--- config.mk ---
export PLATFORM = sky130hd
export DESIGN_NAME = traffic_light_monitor
export DESIGN_NICKNAME = d
export VERILOG_FILES = /design/src/rtl/traffic_light_monitor.sv
export SDC_FILE = /design/constraint.sdc
export NUM_CORES = 1
export LEC_CHECK = 0
export CAP_MARGIN = 20
export CORE_ASPECT_RATIO = 1.75
export CORE_MARGIN = 4
export CORE_UTILIZATION = 60
export CTS_CLUSTER_DIAMETER = 30
export DETAILED_ROUTE_END_ITERATION = 6
export PLACE_DENSITY = 0.88
export SLEW_MARGIN = 40
export SYNTH_ARGS = -nofsm -noshare
export SYNTH_HDL_FRONTEND = slang
export SYNTH_SLANG_ARGS = --single-unit
--- constraint.sdc ---
create_clock -name clk -period 3.9 [get_ports clk]
set_input_delay 0.78 -clock clk [delete_from_list [all_inputs] [get_ports clk]]
set_output_delay 0.78 -clock clk [all_outputs]
set_load 0.01 [all_outputs]
--- src/rtl/traffic_light_monitor.sv ---
// traffic_light_monitor
//   Independent safety monitor on the NS/EW light outputs of an intersection
//   controller. It decodes the one-hot light pair into a phase and checks the
//   encoding, conflicts, the phase sequence and each phase's duration. The
//   first fault is latched, and completed light cycles are counted.
//
//   Pipeline: stage 1 registers ns/ew. Stage 2 checks the registered pair and
//   updates the FSM and outputs. An input sampled at edge N is reflected in
//   the outputs after edge N+1.
//
//   Optional feature macro: TLM_FAILSAFE_EN. When it is defined, the module
//   adds ns_safe/ew_safe. These outputs repeat the registered lights, or
//   force RED on both sides while a fault is latched.
//
// Ports
//   clk          in   1      clock
//   reset        in   1      asynchronous, active-high reset
//   ns           in   3      NS lights: 100 RED, 010 YELLOW, 001 GREEN
//   ew           in   3      EW lights, same encoding
//   clr_fault    in   1      single-cycle pulse: clear latched fault, resync
//   phase        out  2      decoded phase of the last legal sample
//   phase_valid  out  1      high while tracking a legal phase sequence
//   fault        out  1      sticky fault flag
//   fault_code   out  3      0 none,1 encoding,2 conflict,3 sequence,4 short,5 long
//   cycle_count  out  CNT_W  completed P3->P0 transitions (wraps)
//   ns_safe      out  3      (TLM_FAILSAFE_EN only) fail-safe NS lights
//   ew_safe      out  3      (TLM_FAILSAFE_EN only) fail-safe EW lights
module traffic_light_monitor #(
  parameter int GREEN_MIN  = 6,
  parameter int GREEN_MAX  = 6,
  parameter int YELLOW_MIN = 3,
  parameter int YELLOW_MAX = 3,
  parameter int DUR_W      = 8,
  parameter int CNT_W      = 16
) (
  input  logic             clk,
  input  logic             reset,
  input  logic [2:0]       ns,
  input  logic [2:0]       ew,
  input  logic             clr_fault,
  output logic [1:0]       phase,
  output logic             phase_valid,
  output logic             fault,
  output logic [2:0]       fault_code,
  output logic [CNT_W-1:0] cycle_count
`ifdef TLM_FAILSAFE_EN
  ,
  output logic [2:0]       ns_safe,
  output logic [2:0]       ew_safe
`endif
);

  localparam logic [2:0] RED = 3'b100;
  localparam logic [2:0] YEL = 3'b010;
  localparam logic [2:0] GRN = 3'b001;

  localparam logic [2:0] FC_NONE  = 3'd0;
  localparam logic [2:0] FC_ENC   = 3'd1;
  localparam logic [2:0] FC_CONF  = 3'd2;
  localparam logic [2:0] FC_SEQ   = 3'd3;
  localparam logic [2:0] FC_SHORT = 3'd4;
  localparam logic [2:0] FC_LONG  = 3'd5;

  localparam logic [DUR_W-1:0] G_MIN   = DUR_W'(GREEN_MIN);
  localparam logic [DUR_W-1:0] G_MAX   = DUR_W'(GREEN_MAX);
  localparam logic [DUR_W-1:0] Y_MIN   = DUR_W'(YELLOW_MIN);
  localparam logic [DUR_W-1:0] Y_MAX   = DUR_W'(YELLOW_MAX);
  localparam logic [DUR_W-1:0] DUR_ONE = DUR_W'(1);
  localparam logic [CNT_W-1:0] CNT_ONE = CNT_W'(1);

  typedef enum logic [1:0] {
    S_INIT  = 2'd0,
    S_TRACK = 2'd1,
    S_FAULT = 2'd2
  } state_t;

  // The duration counter sticks at all-ones instead of wrapping.
  function automatic logic [DUR_W-1:0] dur_sat_inc(input logic [DUR_W-1:0] d);
    return (&d) ? d : d + DUR_ONE;
  endfunction

  // Exactly one code survives. The code is chosen in priority order.
  function automatic logic [2:0] pick_code(input logic conf, input logic enc,
                                           input logic seq, input logic lng,
                                           input logic shrt);
    if (conf)      return FC_CONF;
    else if (enc)  return FC_ENC;
    else if (seq)  return FC_SEQ;
    else if (lng)  return FC_LONG;
    else if (shrt) return FC_SHORT;
    else           return FC_NONE;
  endfunction

  logic [2:0]       ns_p1, ew_p1;
  logic             vld_p1;

  state_t           state;
  logic [DUR_W-1:0] dur_p2;
  logic             partial_p2;

  logic             ns_oh, ew_oh;
  logic             enc_err, conf_err;
  logic             is_phase;
  logic [1:0]       dec_phase;
  logic             is_same, is_step;
  logic [DUR_W-1:0] dur_inc;
  logic [DUR_W-1:0] cur_min, cur_max;
  logic             long_err, short_err, seq_err;
  logic [2:0]       code_sel;

  // ---- stage 1: register the light pair ----
  // vld_p1 masks the first check after reset, when ns_p1/ew_p1 have not yet
  // captured a real sample.
  always_ff @(posedge clk or posedge reset) begin
    if (reset) vld_p1 <= 1'b0;
    else       vld_p1 <= 1'b1;
  end

  always_ff @(posedge clk) begin
    ns_p1 <= ns;
    ew_p1 <= ew;
  end

  // ---- stage 2: checks on the registered pair ----
  assign ns_oh    = (ns_p1 == RED) || (ns_p1 == YEL) || (ns_p1 == GRN);
  assign ew_oh    = (ew_p1 == RED) || (ew_p1 == YEL) || (ew_p1 == GRN);
  assign enc_err  = !(ns_oh && ew_oh);
  assign conf_err = ns_oh && ew_oh && (ns_p1 != RED) && (ew_p1 != RED);

  // All-red is valid encoding but is not a phase. It is caught as a sequence error.
  always_comb begin
    is_phase  = 1'b0;
    dec_phase = 2'd0;
    case ({ns_p1, ew_p1})
      {GRN, RED}: begin is_phase = 1'b1; dec_phase = 2'd0; end
      {YEL, RED}: begin is_phase = 1'b1; dec_phase = 2'd1; end
      {RED, GRN}: begin is_phase = 1'b1; dec_phase = 2'd2; end
      {RED, YEL}: begin is_phase = 1'b1; dec_phase = 2'd3; end
      default:    begin is_phase = 1'b0; dec_phase = 2'd0; end
    endcase
  end

  assign is_same   = is_phase && (dec_phase == phase);
  assign is_step   = is_phase && (dec_phase == phase + 2'd1);
  assign dur_inc   = dur_sat_inc(dur_p2);
  // Even phases are green and odd phases are yellow.
  assign cur_min   = phase[0] ? Y_MIN : G_MIN;
  assign cur_max   = phase[0] ? Y_MAX : G_MAX;
  assign long_err  = is_same && (dur_inc > cur_max);
  // The phase locked from INIT may have been entered mid-way, so its
  // minimum-duration check is skipped.
  assign short_err = is_step && !partial_p2 && (dur_p2 < cur_min);
  assign seq_err   = !is_same && !is_step;

  always_comb begin
    code_sel = FC_NONE;
    if (state == S_TRACK)
      code_sel = pick_code(conf_err, enc_err, seq_err, long_err, short_err);
    else if (state == S_INIT)
      code_sel = pick_code(conf_err, enc_err, 1'b0, 1'b0, 1'b0);
  end

  always_ff @(posedge clk or posedge reset) begin
    if (reset) begin
      state       <= S_INIT;
      phase       <= 2'd0;
      phase_valid <= 1'b0;
      fault       <= 1'b0;
      fault_code  <= FC_NONE;
      cycle_count <= '0;
      dur_p2      <= '0;
      partial_p2  <= 1'b0;
    end else if (clr_fault) begin
      // clr_fault overrides any fault detected in this same cycle.
      state       <= S_INIT;
      phase_valid <= 1'b0;
      fault       <= 1'b0;
      fault_code  <= FC_NONE;
      dur_p2      <= '0;
      partial_p2  <= 1'b0;
    end else if (vld_p1) begin
      case (state)
        S_INIT: begin
          if (code_sel != FC_NONE) begin
            state      <= S_FAULT;
            fault      <= 1'b1;
            fault_code <= code_sel;
          end else if (is_phase) begin
            state       <= S_TRACK;
            phase       <= dec_phase;
            phase_valid <= 1'b1;
            dur_p2      <= DUR_ONE;
            partial_p2  <= 1'b1;
          end
        end
        S_TRACK: begin
          if (code_sel != FC_NONE) begin
            state       <= S_FAULT;
            phase_valid <= 1'b0;
            fault       <= 1'b1;
            fault_code  <= code_sel;
          end else if (is_same) begin
            dur_p2 <= dur_inc;
          end else begin
            phase      <= dec_phase;
            dur_p2     <= DUR_ONE;
            partial_p2 <= 1'b0;
            if (phase == 2'd3) cycle_count <= cycle_count + CNT_ONE;
          end
        end
        S_FAULT: begin
          // Frozen until clr_fault or reset.
        end
        default: state <= S_INIT;
      endcase
    end
  end

`ifdef TLM_FAILSAFE_EN
  logic fault_nxt;

  // Mirrors the next value of fault so the safe lights change in step with it.
  assign fault_nxt = !clr_fault &&
                     ((state == S_FAULT) || (vld_p1 && (code_sel != FC_NONE)));

  always_ff @(posedge clk or posedge reset) begin
    if (reset) begin
      ns_safe <= RED;
      ew_safe <= RED;
    end else if (fault_nxt || !vld_p1) begin
      ns_safe <= RED;
      ew_safe <= RED;
    end else begin
      ns_safe <= ns_p1;
      ew_safe <= ew_p1;
    end
  end
`endif

endmodule
# Word level (Yosys, flattened, before mapping)
# Cells that the tools add are included.
# totals
reg_bits	41
memories	0
latchBits	0
output_inout_bits	23
input_bits	9
wordCells	130
mem_bits_rw	0
romBits	0
# op_classes
multipliers	0
addsub	3
order_cmp	2
bitwise	3
eq_ne	28
n_mux	50
shift	0
reduce_logical	33
div_mod_pow	0
# op_table
op	n
$mux 8	7
$mux 3	11
$mux 2	11
$ne 3x3->1 const B	6
$add 16x1->16 const B	1
$pmux 8 s2	1
$mux 1	15
$eq 6x6->1 const B	2
$pmux 2 s3	2
$reduce_and 6->1	2
$ne 2x2->1 const B	5
$reduce_and 5->1	2
$logic_and 1x1->1	9
$add 8x1->8 const B	1
$gt 8x3->1	1
$lt 8x3->1	1
$reduce_and 8->1	1
$reduce_bool 2->1	4
$reduce_and 7->1	1
$eq 3x1->1 const B	2
$eq 3x2->1 const B	2
$eq 3x3->1 const B	2
$eq 6x4->1 const B	1
$eq 6x5->1 const B	1
other kinds (17)	28

# Logic depth before layout (Yosys ltp)
# Gate-level depths: netlist of run 1.
# depth
word_depth	17
ltp_mapped	12

# Worst setup path before layout of run 1
# Ideal clock, no wire load.
# synth_timing
kind	flip-flop to flip-flop
startpoint	register dur_p2[0]
endpoint	register partial_p2
required_time_ps	3778
period_less_slack_ps	2662
stages_incl_launch_ff	13
t_arrival_ps	2540
setup_slack_ps	1238
path_cell_list	dfrtp_1 -> ha_1 -> nand4_1 -> or2_2 -> xnor2_1 -> ha_1 -> inv_1 -> nor2_1 -> o2111ai_1 -> o2111a_1 -> nor3b_4 -> nand3_1 -> a32o_1
# synth_between
elab_chain_cells	12
elab_cells_between_ends	17
classes_between	add/sub: 1; order compare: 2; eq/ne: 2; mux: 7; reduce/logical: 5
# synth_lines
element	line_no	rtl
from (decl)	98	logic [DUR_W-1:0] dur_p2;
from (signal assigned)	203	dur_p2 <= dur_inc;
$add 8x1->8 or $reduce_and 8->1 (tied branches)	79	return (&d) ? d : d + DUR_ONE;
$mux 8	79	
$gt 8x3->1	149	assign long_err = is_same && (dur_inc > cur_max);
$logic_and 1x1->1	149	
$mux 3 *	89	else if (lng) return FC_LONG;
$mux 3 *	88	else if (seq) return FC_SEQ;
$mux 3 *	87	else if (enc) return FC_ENC;
$mux 3 *	86	if (conf) return FC_CONF;
$mux 3 *	157	if (state == S_TRACK)
$reduce_bool 3->1 *	184, 197	
$ne 3x3->1 (no line)	n/a	
$reduce_and 6->1 (no line) *	n/a	
to (signal assigned)	180	partial_p2 <= 1'b0;
to (signal assigned)	193	partial_p2 <= 1'b1;
to (signal assigned)	207	partial_p2 <= 1'b0;
to (decl)	99	logic partial_p2;
# Mark *: on every way between the ends. The rest lies on a longest branch, timed or not.
# A chain may end at the register's enable or synchronous reset.

# Worst setup path after layout of run 1
# layout_timing
startpoint	register dur_p2[0]
endpoint	register phase[0]
# layout_between
elab_chain_cells	12
elab_cells_between_ends	17
classes_between	add/sub: 1; order compare: 2; eq/ne: 2; mux: 7; reduce/logical: 5
# layout_lines
element	line_no	rtl
$add 8x1->8 or $reduce_and 8->1 (tied branches)	79	
$mux 8	79	
$gt 8x3->1	149	
$logic_and 1x1->1	149	
$mux 3 *	89	
$mux 3 *	88	
$mux 3 *	87	
$mux 3 *	86	
$mux 3 *	157	
$reduce_bool 3->1 *	184, 197	
$ne 2x2->1 (no line)	n/a	
$reduce_and 7->1 (no line) *	n/a	
to (signal assigned)	190	phase <= dec_phase;
to (signal assigned)	205	phase <= dec_phase;
to (decl)	41	output logic [1:0] phase,
# Marks and branches as above.

==> impl_metrics.yaml, run 1 <==
yosys:
  yosysUniqueCellTypes: 66
  syn_area_per_cell_um2: 9.88
  synth_nets: 267
  ys_seq_area_share_pct: 40.0
  yosys_warnings: 0
  synth_area_leaders: "dfrtp_1 (35%), xor2_1 (5.6%), dfxtp_1 (4.8%)"
  netlist_area_um2: 2490
  ys_seq_elements: 41
  synth_edf_count: 0
  yosys.area.top_type: "dfrtp_1"
  ys.flop_type: "dfrtp_1"
  synth_top_area_share_pct: 35.2
  netlist_instances: 252
  async_flop_share_pct: 85.4
final_layout:
  most-common-layout-cells: "dfrtp_1 (35), clkdlybuf4s50_1 (31), nand2_1 (18)"
  fin_nets: 297
  multiInputGateArea_um2: 1400
  drive_gt1_share_pct: 9.54
  fillers: 287
  synthToLayoutAreaGrowth_pct: 16.9
  layout_commonest_cell: "dfrtp_1"
  seqCellArea_um2: 996
  antenna_cells: 0
clocking:
  cts-resized-gates: 0
  cts_buffers: 5
  clk_pin_slew_ns: 0.09
  cts_tree: "yes"
  cts_setup_buffers: 0
  ctsHoldBuffers: 0
  clkLatencyLatePin_ns: 0.30
  clockRootBuffer: "clkbuf_8"
  clock-sinks: 41
  ctsHtreeMaxLevel: 2
  clk_path_buf_depth: 2
floorplanning:
  chipHeight_um: 93.2
  die_area_um2: 5280
  core_area_um2: 3940
  die_w_um: 56.7
  start_util_pct: 63.1
  rows: 30
  io_pins: 32
detailed_routing:
  drt_iter0_drc: 96
  drc: 0
  ant_nets: 0
  drt_wl_total_mm: 5.93
  post_drt_wl_per_cell_um: 17.9
  via_count: 2083
  drt_first_pass_iters: 6
  via_per_inst: 6.29
worst_setup_path:
  r2r_end: "phase[0]"
  rrSetupSlack_ns: 0.95
  end_kind: "flop"
  crit_required_ns: 4.13
  critPathKind: "flop to flop"
  worst_ep_arrival_time_ns: 3.18
  r2r_start: "dur_p2[0]"
  start_kind: "flop"
  reg2reg_depth: 12
  path_max_fanout: 8
hold_path:
  whs_endpoint: "cycle_count[15]"
  hold_class: "flop to flop"
  min_from: "cycle_count[15]"
  min_path_cells: 1
sta:
  setup_violations: 0
  rsz0062_at_grt: "no"
  slew-limit-headroom_pct: 51.3
  tightest_slew_ns: 0.720
  fin_skew_ns: 0.00749
  slew_viol_final: 0
  holdWs_ns: 0.469
  fin_crit_sh_pct: 75.7
  fmax_mhz: 339
  finalHoldViolations: 0
  min_period_ns: 2.95
  finalSetupTns_ns: 0
  fin_ws_ns: 0.946
global_route:
  grt_max_degree: 36
  grt.total_usage_pct: 24.1
  antenna_found_initial: 0
  gr-total-overflow: 0
  grt_pass1_wl_mm: 10.1
  grt_pass1_vias: 2182
place:
  post-place-ws_ns: 0.883
  place_congestion: 0.894
  dp_hpwl_mm: 4.39
  port_buffers: 31
outcome:
  outcome: "complete, no violations"
power_and_ir_drop:
  peakVddDrop_mv: 0.350
  power.density_nw_per_um2: 284
  p_leak_nw: 1.30
run:
  maxCapViolCount: 0
metal layers:
layer  vias to the layer above  wire length [µm]  global-route usage (%)
met5                         -                 0                       0
met1                       992              2270                    26.4
li1                        988                 -                       -
met2                        78              3160                    43.0
met4                         0               248                    13.1
met3                        25               256                    4.42
power by group:
part / internal (mW) / switching (mW)
combinational: 0.0421 / 0.0546
sequential: 0.433 / 0.0195
clock: 0.124 / 0.155
total: 0.599 / 0.229
through the flow:
step	total power [mW]	instance area (µm²)	instances	utilization (%)
floorplan	0.522	2490	252	-
finish	0.828	2910	331	73.8
global placement	0.551	2820	323	71.5
global route	0.862	2910	331	73.8
detailed placement	0.556	2820	323	71.7
CTS	0.828	2910	331	73.8
critical path, stage by stage (launching register included):
cell and delay, ns:
dfrtp_1 0.43, ha_1 0.23, nand4_1 0.16, or2_2 0.34
xnor2_1 0.16, ha_1 0.29, inv_1 0.03, nor2_1 0.14
o2111ai_1 0.12, o2111a_1 0.20, nor3b_4 0.34, and3_1 0.25
mux2i_1 0.18
final cells by class:
type | instances | share of cell area [%]
clock buffers | 5 | 2.36
clock inverters | 3 | 0.602
inverters | 14 | 1.81
multi-input cells | 188 | 48.0
flip-flops and latches | 41 | 34.2
well taps | 48 | 2.06
repair buffers | 32 | 10.9
kinds of logic (layout without fill, tap and decap cells):
kind of cell,count (synthesis),count (layout),share of synthesized area [%]
AO/OA/AOI/OAI,54,54,18.5
XOR/XNOR,22,22,8.04
adder cells (fa/ha/maj),6,6,3.02
buffers and inverters,23,54,4.07
flip-flops,41,41,40.0
multiplexers,4,4,1.66
other,1,1,0.151
AND/OR/NAND/NOR,101,101,24.5
how the worst max path moves through the flow:
stage	startpoint	to	slack [ns]	cells past startpoint
2_1_floorplan	dur_p2[0]	partial_p2	1.24	12
3_3_place_gp	clr_fault	cycle_count[1]	0.92	5
3_5_place_dp	clr_fault	cycle_count[14]	0.88	5
4_1_cts	dur_p2[0]	phase[0]	0.95	12
5_1_grt	dur_p2[0]	phase[0]	0.66	12
6_report	dur_p2[0]	phase[0]	0.95	12
cell usage after synthesis (2+ instances only):
cell type / instances
and3_1: 6
buf_2: 2
nor2b_1: 2
a21o_1: 3
clkbuf_1: 3
o2111a_1: 2
nor3_1: 9
o41ai_1: 2
nor4_1: 4
dfrtp_1: 35
nor3b_1: 8
o21a_1: 8
a31oi_1: 2
a21oi_1: 11
nand3_1: 17
ha_1: 6
dfxtp_1: 6
nand2_1: 18
a2111oi_2: 2
mux2i_1: 3
nand2b_1: 3
nor4b_2: 2
xor2_1: 16
nand4_1: 7
buf_4: 3
nor2_1: 13
xnor2_1: 5
inv_1: 14
o21ai_0: 3
sequential cells by signal, indices dropped and copies added, names as in the netlist:
name / flops
phase: 2
ns_p1: 3
vld_p1: 1
partial_p2: 1
phase_valid: 1
state: 2
dur_p2: 8
cycle_count: 16
fault: 1
fault_code: 3
ew_p1: 3
(Power assumes the default switching activity.)
==> run 2, diff against run 1 <==
--- a/config.mk
+++ b/config.mk
@@ -8,10 +8,10 @@
 export CAP_MARGIN = 20
 export CORE_ASPECT_RATIO = 1.75
 export CORE_MARGIN = 4
-export CORE_UTILIZATION = 60
+export CORE_UTILIZATION = 55
 export CTS_CLUSTER_DIAMETER = 30
 export DETAILED_ROUTE_END_ITERATION = 6
-export PLACE_DENSITY = 0.88
+export PLACE_DENSITY = 0.81
 export SLEW_MARGIN = 40
 export SYNTH_ARGS = -nofsm -noshare
 export SYNTH_HDL_FRONTEND = slang
==> constraint.sdc (replaced) <==
create_clock -name clk -period 3 [get_ports clk]
set_input_delay 0.6 -clock clk [delete_from_list [all_inputs] [get_ports clk]]
set_output_delay 0.6 -clock clk [all_outputs]
set_load 0.01 [all_outputs]
==> impl_metrics.yaml, run 2 (synthesis results as in run 1) <==
outcome:
  outcome: "complete, no violations"
detailed_routing:
  via_per_inst: 6.14
  drt_iter0_drc: 77
  drc: 0
  drt_wl_total_mm: 5.88
  ant_nets: 0
  drt_first_pass_iters: 4
  via_count: 2117
  post_drt_wl_per_cell_um: 17.0
sta:
  slew_viol_final: 0
  slew-limit-headroom_pct: 60.0
  fin_skew_ns: 0.00691
  fin_ws_ns: 0.209
  fin_crit_sh_pct: 93.0
  fmax_mhz: 358
  finalSetupTns_ns: 0
  tightest_slew_ns: 0.592
  finalHoldViolations: 0
  min_period_ns: 2.79
  setup_violations: 0
worst_setup_path:
  r2r_start: "dur_p2[1]"
  worst_ep_arrival_time_ns: 2.98
  critPathBufInv: 1
  end_kind: "flop"
  path_cells: "ha_4 -> nand4_1 -> or2_4 -> xnor2_1 -> ha_1 -> inv_1 -> nor2_2 -> o2111ai_1 -> o2111a_1 -> nor3b_4 -> nand3_1 -> a32o_1"
  crit_required_ns: 3.19
  crit_start: "dur_p2[1]"
  slowest_stage: "dfrtp_1"
  path_max_fanout: 8
  critPathKind: "flop to flop"
  cpPeakStageDelay_ns: 0.44
  crit_family: "simple AND/OR/NAND/NOR gates"
  start_kind: "flop"
place:
  post-place-ws_ns: 0.143
  place_congestion: 0.859
  placedInstanceArea_um2: 2900
  dp_cells: 336
  port_buffers: 31
  dp_hpwl_mm: 4.45
final_layout:
  final_cells: 345
  regMostFlops: "cycle_count"
  fin_nets: 308
  largest_reg_flops: 16
  reg_top3: "cycle_count x16, dur_p2 x8"
  most-common-layout-cells: "dfrtp_1 (35), clkdlybuf4s50_1 (31), nand2_1 (18)"
  synthToLayoutAreaGrowth_pct: 22.3
  seqCellArea_um2: 996
  fillers: 348
  antenna_cells: 0
  design_area_um2: 3040
  layout_commonest_cell: "dfrtp_1"
  drive_gt1_share_pct: 13.3
  multiInputGateArea_um2: 1410
floorplanning:
  chipHeight_um: 97.0
  core_area_um2: 4400
  rows: 32
  die_area_um2: 5710
  die_w_um: 58.9
  io_pins: 32
  start_util_pct: 56.5
power_and_ir_drop:
  peakVddDrop_mv: 0.337
  p_leak_nw: 1.36
  total_power_mw: 1.18
  power.density_nw_per_um2: 387
hold_path:
  hold_class: "flop to flop"
  min_from: "cycle_count[15]"
global_route:
  grt_pass1_vias: 2248
  grt.total_usage_pct: 23.0
  grt_max_degree: 36
  grt_pass1_wl_mm: 10.4
  antenna_found_initial: 0
  gr-total-overflow: 0
clocking:
  cts_tree: "yes"
  clkLatencyLatePin_ns: 0.30
  clock-sinks: 41
  ctsHtreeMaxLevel: 2
  clockRootBuffer: "clkbuf_8"
  ctsHoldBuffers: 0
  clk_pin_slew_ns: 0.08
  cts_buffers: 5
  clk_path_buf_depth: 2
run:
  maxCapViolCount: 0
-- run 2: cell count changes in the layout (fill, tap and decap cells not counted), sizes merged --
cell	before	now
clkinv	2	0
clkbuf	5	7
buf	1	12
bufinv	0	1
clkinvlp	1	0
-- run 2: path summary, 6_finish.rpt --
path	slack, ns	to	cells past startpoint
worst max register to register	0.21	partial_p2	12
worst min-delay path	0.48	cycle_count[15]	1
worst max-delay path	0.21	partial_p2	12
min in group asynchronous	0.69	fault	3
worst min register to register	0.48	cycle_count[15]	1
max in group asynchronous	1.99	cycle_count[15]	3
-- run 2: what timing repair did --
item | CTS | global route
resized for setup | 0 | 5
endpoints found under the setup margin | 0 | 11
buffers inserted | 0 | 1
-- run 2: area by class of cell --
class	instances	share of cell area, %
multi-input combinational	188	46.5
timing repair buffer	43	13.2
tap	51	2.10
clock inverter	1	0.987
clock buffer	7	2.84
sequential	41	32.7
inverter	14	1.73
-- run 2: per-stage QoR --
stage | utilization, % | hold slack (ns)
floorplan | - | 0.495
CTS | 68.4 | 0.480
detailed placement | 65.8 | 0.463
global route | 69.1 | 0.512
global placement | 65.8 | 0.457
finish | 69.1 | 0.478
-- run 2: power by group --
group | internal [mW] | leakage, nW | switching, mW | total (mW)
clock | 0.271 | 0.0585 | 0.194 | 0.465
sequential | 0.563 | 0.519 | 0.0216 | 0.584
combinational | 0.0579 | 0.784 | 0.0712 | 0.129
total | 0.892 | 1.36 | 0.287 | 1.18
-- run 2: per-layer routing --
metal	up-vias	track usage [%]	wire [µm]
met4	0	11.3	201
li1	1002	-	-
met5	-	0	0
met3	18	4.27	234
met2	59	39.4	3300
met1	1038	26.2	2150
==> run 3, diff against run 2 <==
--- a/config.mk
+++ b/config.mk
@@ -5,12 +5,14 @@
 export SDC_FILE = /design/constraint.sdc
 export NUM_CORES = 1
 export LEC_CHECK = 0
+export ABC_CLOCK_PERIOD_IN_PS = 3000
 export CAP_MARGIN = 20
 export CORE_ASPECT_RATIO = 1.75
 export CORE_MARGIN = 4
 export CORE_UTILIZATION = 55
 export CTS_CLUSTER_DIAMETER = 30
 export DETAILED_ROUTE_END_ITERATION = 6
+export GPL_TIMING_DRIVEN = 0
 export PLACE_DENSITY = 0.81
 export SLEW_MARGIN = 40
 export SYNTH_ARGS = -nofsm -noshare
==> impl_metrics.yaml, run 3 (synthesis results as in run 1) <==
outcome:
  outcome: "complete, no violations"
final_layout:
  fillers: 355
  fin_nets: 309
  synthToLayoutAreaGrowth_pct: 22.8
  fin_util_pct: 69.4
  design_area_um2: 3060
  reg_top3: "cycle_count x16, dur_p2 x8"
  most-common-layout-cells: "dfrtp_1 (35), clkdlybuf4s50_1 (31), nand2_1 (18)"
  layout_commonest_cell: "dfrtp_1"
  antenna_cells: 0
  regMostFlops: "cycle_count"
  largest_reg_flops: 16
  drive_gt1_share_pct: 13.9
worst_setup_path:
  critPathKind: "flop to flop"
  worst_ep_arrival_time_ns: 2.99
  path_max_fanout: 5
  crit_family: "simple AND/OR/NAND/NOR gates"
  crit_top_cell: "nand4_1"
  crit_required_ns: 3.20
  path_cells: "ha_2 -> nand4_1 -> or2_4 -> xnor2_2 -> ha_1 -> inv_1 -> nor2_1 -> o2111ai_1 -> o2111a_2 -> nor3b_4 -> buf_4 -> nand4_1 -> mux2i_1"
  start_kind: "flop"
  end_kind: "flop"
  slowest_stage: "dfrtp_1"
  cpPeakStageDelay_ns: 0.37
  critPathBufInv: 2
sta:
  fmax_mhz: 358
  slew-limit-headroom_pct: 51.9
  fin_crit_sh_pct: 93.2
  finalSetupTns_ns: 0
  slew_viol_final: 0
  setup_violations: 0
  tightest_slew_ns: 0.721
  rsz0062_at_grt: "no"
  fin_ws_ns: 0.205
  finalHoldViolations: 0
  fin_skew_ns: 0.0123
  min_period_ns: 2.80
power_and_ir_drop:
  clkPwrFrac_pct: 39.3
  power.density_nw_per_um2: 384
  power.internal_mw: 0.872
  p_leak_nw: 1.41
  p_sw_mw: 0.302
  seqPwrFrac_pct: 48.9
  p_comb_share_pct: 11.8
  swShare_pct: 25.7
  peakVddDrop_mv: 0.384
detailed_routing:
  drc: 0
  via_per_inst: 6.05
  post_drt_wl_per_cell_um: 16.8
  drt_wl_total_mm: 5.82
  ant_nets: 0
  drt_first_pass_iters: 4
  drt_iter0_drc: 104
  via_count: 2092
clocking:
  cts_tree: "yes"
  cts_buffers: 5
  clkLatencyLatePin_ns: 0.31
  ctsHoldBuffers: 0
  clk_pin_slew_ns: 0.09
  clk_path_buf_depth: 2
  ctsHtreeMaxLevel: 2
  clockRootBuffer: "clkbuf_8"
  clock-sinks: 41
floorplanning:
  core_area_um2: 4400
  rows: 32
  chipHeight_um: 97.0
  start_util_pct: 56.5
  die_w_um: 58.9
  io_pins: 32
  die_area_um2: 5710
hold_path:
  hold_class: "flop to flop"
place:
  placedInstanceArea_um2: 2870
  port_buffers: 31
  place_congestion: 0.850
  dp_hpwl_mm: 4.32
  post-place-ws_ns: -0.160
global_route:
  grt_max_degree: 36
  grt_pass1_wl_mm: 10.2
  grt.total_usage_pct: 22.9
  antenna_found_initial: 0
  gr-total-overflow: 0
  grt_pass1_vias: 2197
run:
  maxCapViolCount: 0
## run 3: area by class of cell
| cell class | count | area, µm² | share of cell area (%) |
|---|---|---|---|
| Clock buffer | 6 | 72.6 | 2.38 |
| Timing Repair Buffer | 35 | 340 | 11.1 |
| Sequential cell | 41 | 996 | 32.6 |
| Clock inverter | 2 | 38.8 | 1.27 |
| Tap cell | 51 | 63.8 | 2.09 |
| Inverter | 14 | 52.6 | 1.72 |
| Buffer | 9 | 48.8 | 1.60 |
| Multi-Input combinational cell | 188 | 1440 | 47.2 |
## run 3: stage by stage
stage | total power, mW | std cells | hold slack [ns]
4_1_cts | 1.17 | 346 | 0.478
3_5_place_dp | 0.724 | 334 | 0.461
5_1_grt | 1.22 | 346 | 0.505
3_3_place_gp | 0.720 | 334 | 0.462
2_1_floorplan | 0.679 | 252 | 0.495
6_report | 1.17 | 346 | 0.476
## run 3: per-layer routing
metal / part of all wire [%] / global-route usage [%] / routed length (µm) / vias up
li1: - / - / - / 1011
met1: 38 / 24.8 / 2180 / 1010
met2: 55 / 39.7 / 3220 / 52
met3: 3.8 / 6.01 / 222 / 19
met4: 3.2 / 10.5 / 185 / 0
met5: 0 / 0 / 0 / -
## run 3: final timing paths
check | start | end | slack [ns] | depth (start not counted)
max | dur_p2[0] | phase[1] | 0.20 | 13
min | cycle_count[15] | cycle_count[15] | 0.48 | 1
max reg2reg | dur_p2[0] | phase[1] | 0.20 | 13
min reg2reg | cycle_count[15] | cycle_count[15] | 0.48 | 1
max in group asynchronous | reset | cycle_count[9] | 1.80 | 2
min in group asynchronous | reset | fault | 0.72 | 2
## run 3: what timing repair did
action                                  CTS  global route
endpoints found under the setup margin   12            14
gates resized for setup                   4             4
pin swaps                                 1             1
setup buffers                             4             0
## run 3: worst reg2reg max path, delay by kind of cell (launching register included)
family | cells | cell delay, ns
AO/OA/AOI/OAI | 2 | 0.34
XOR/XNOR | 1 | 0.15
adder cells (fa/ha/maj) | 2 | 0.49
buffers and inverters | 2 | 0.18
flip-flops | 1 | 0.37
multiplexers | 1 | 0.15
AND/OR/NAND/NOR | 5 | 0.98
## run 3: power groups by stage
stage                     Sequential [mW]  Clock [mW]  Combinational (mW)
after floorplan                     0.586           0              0.0922
after global placement              0.585           0               0.134
after detailed placement            0.586           0               0.138
after CTS                           0.574       0.461               0.139
after global routing                0.577       0.485               0.155
final                               0.574       0.461               0.139
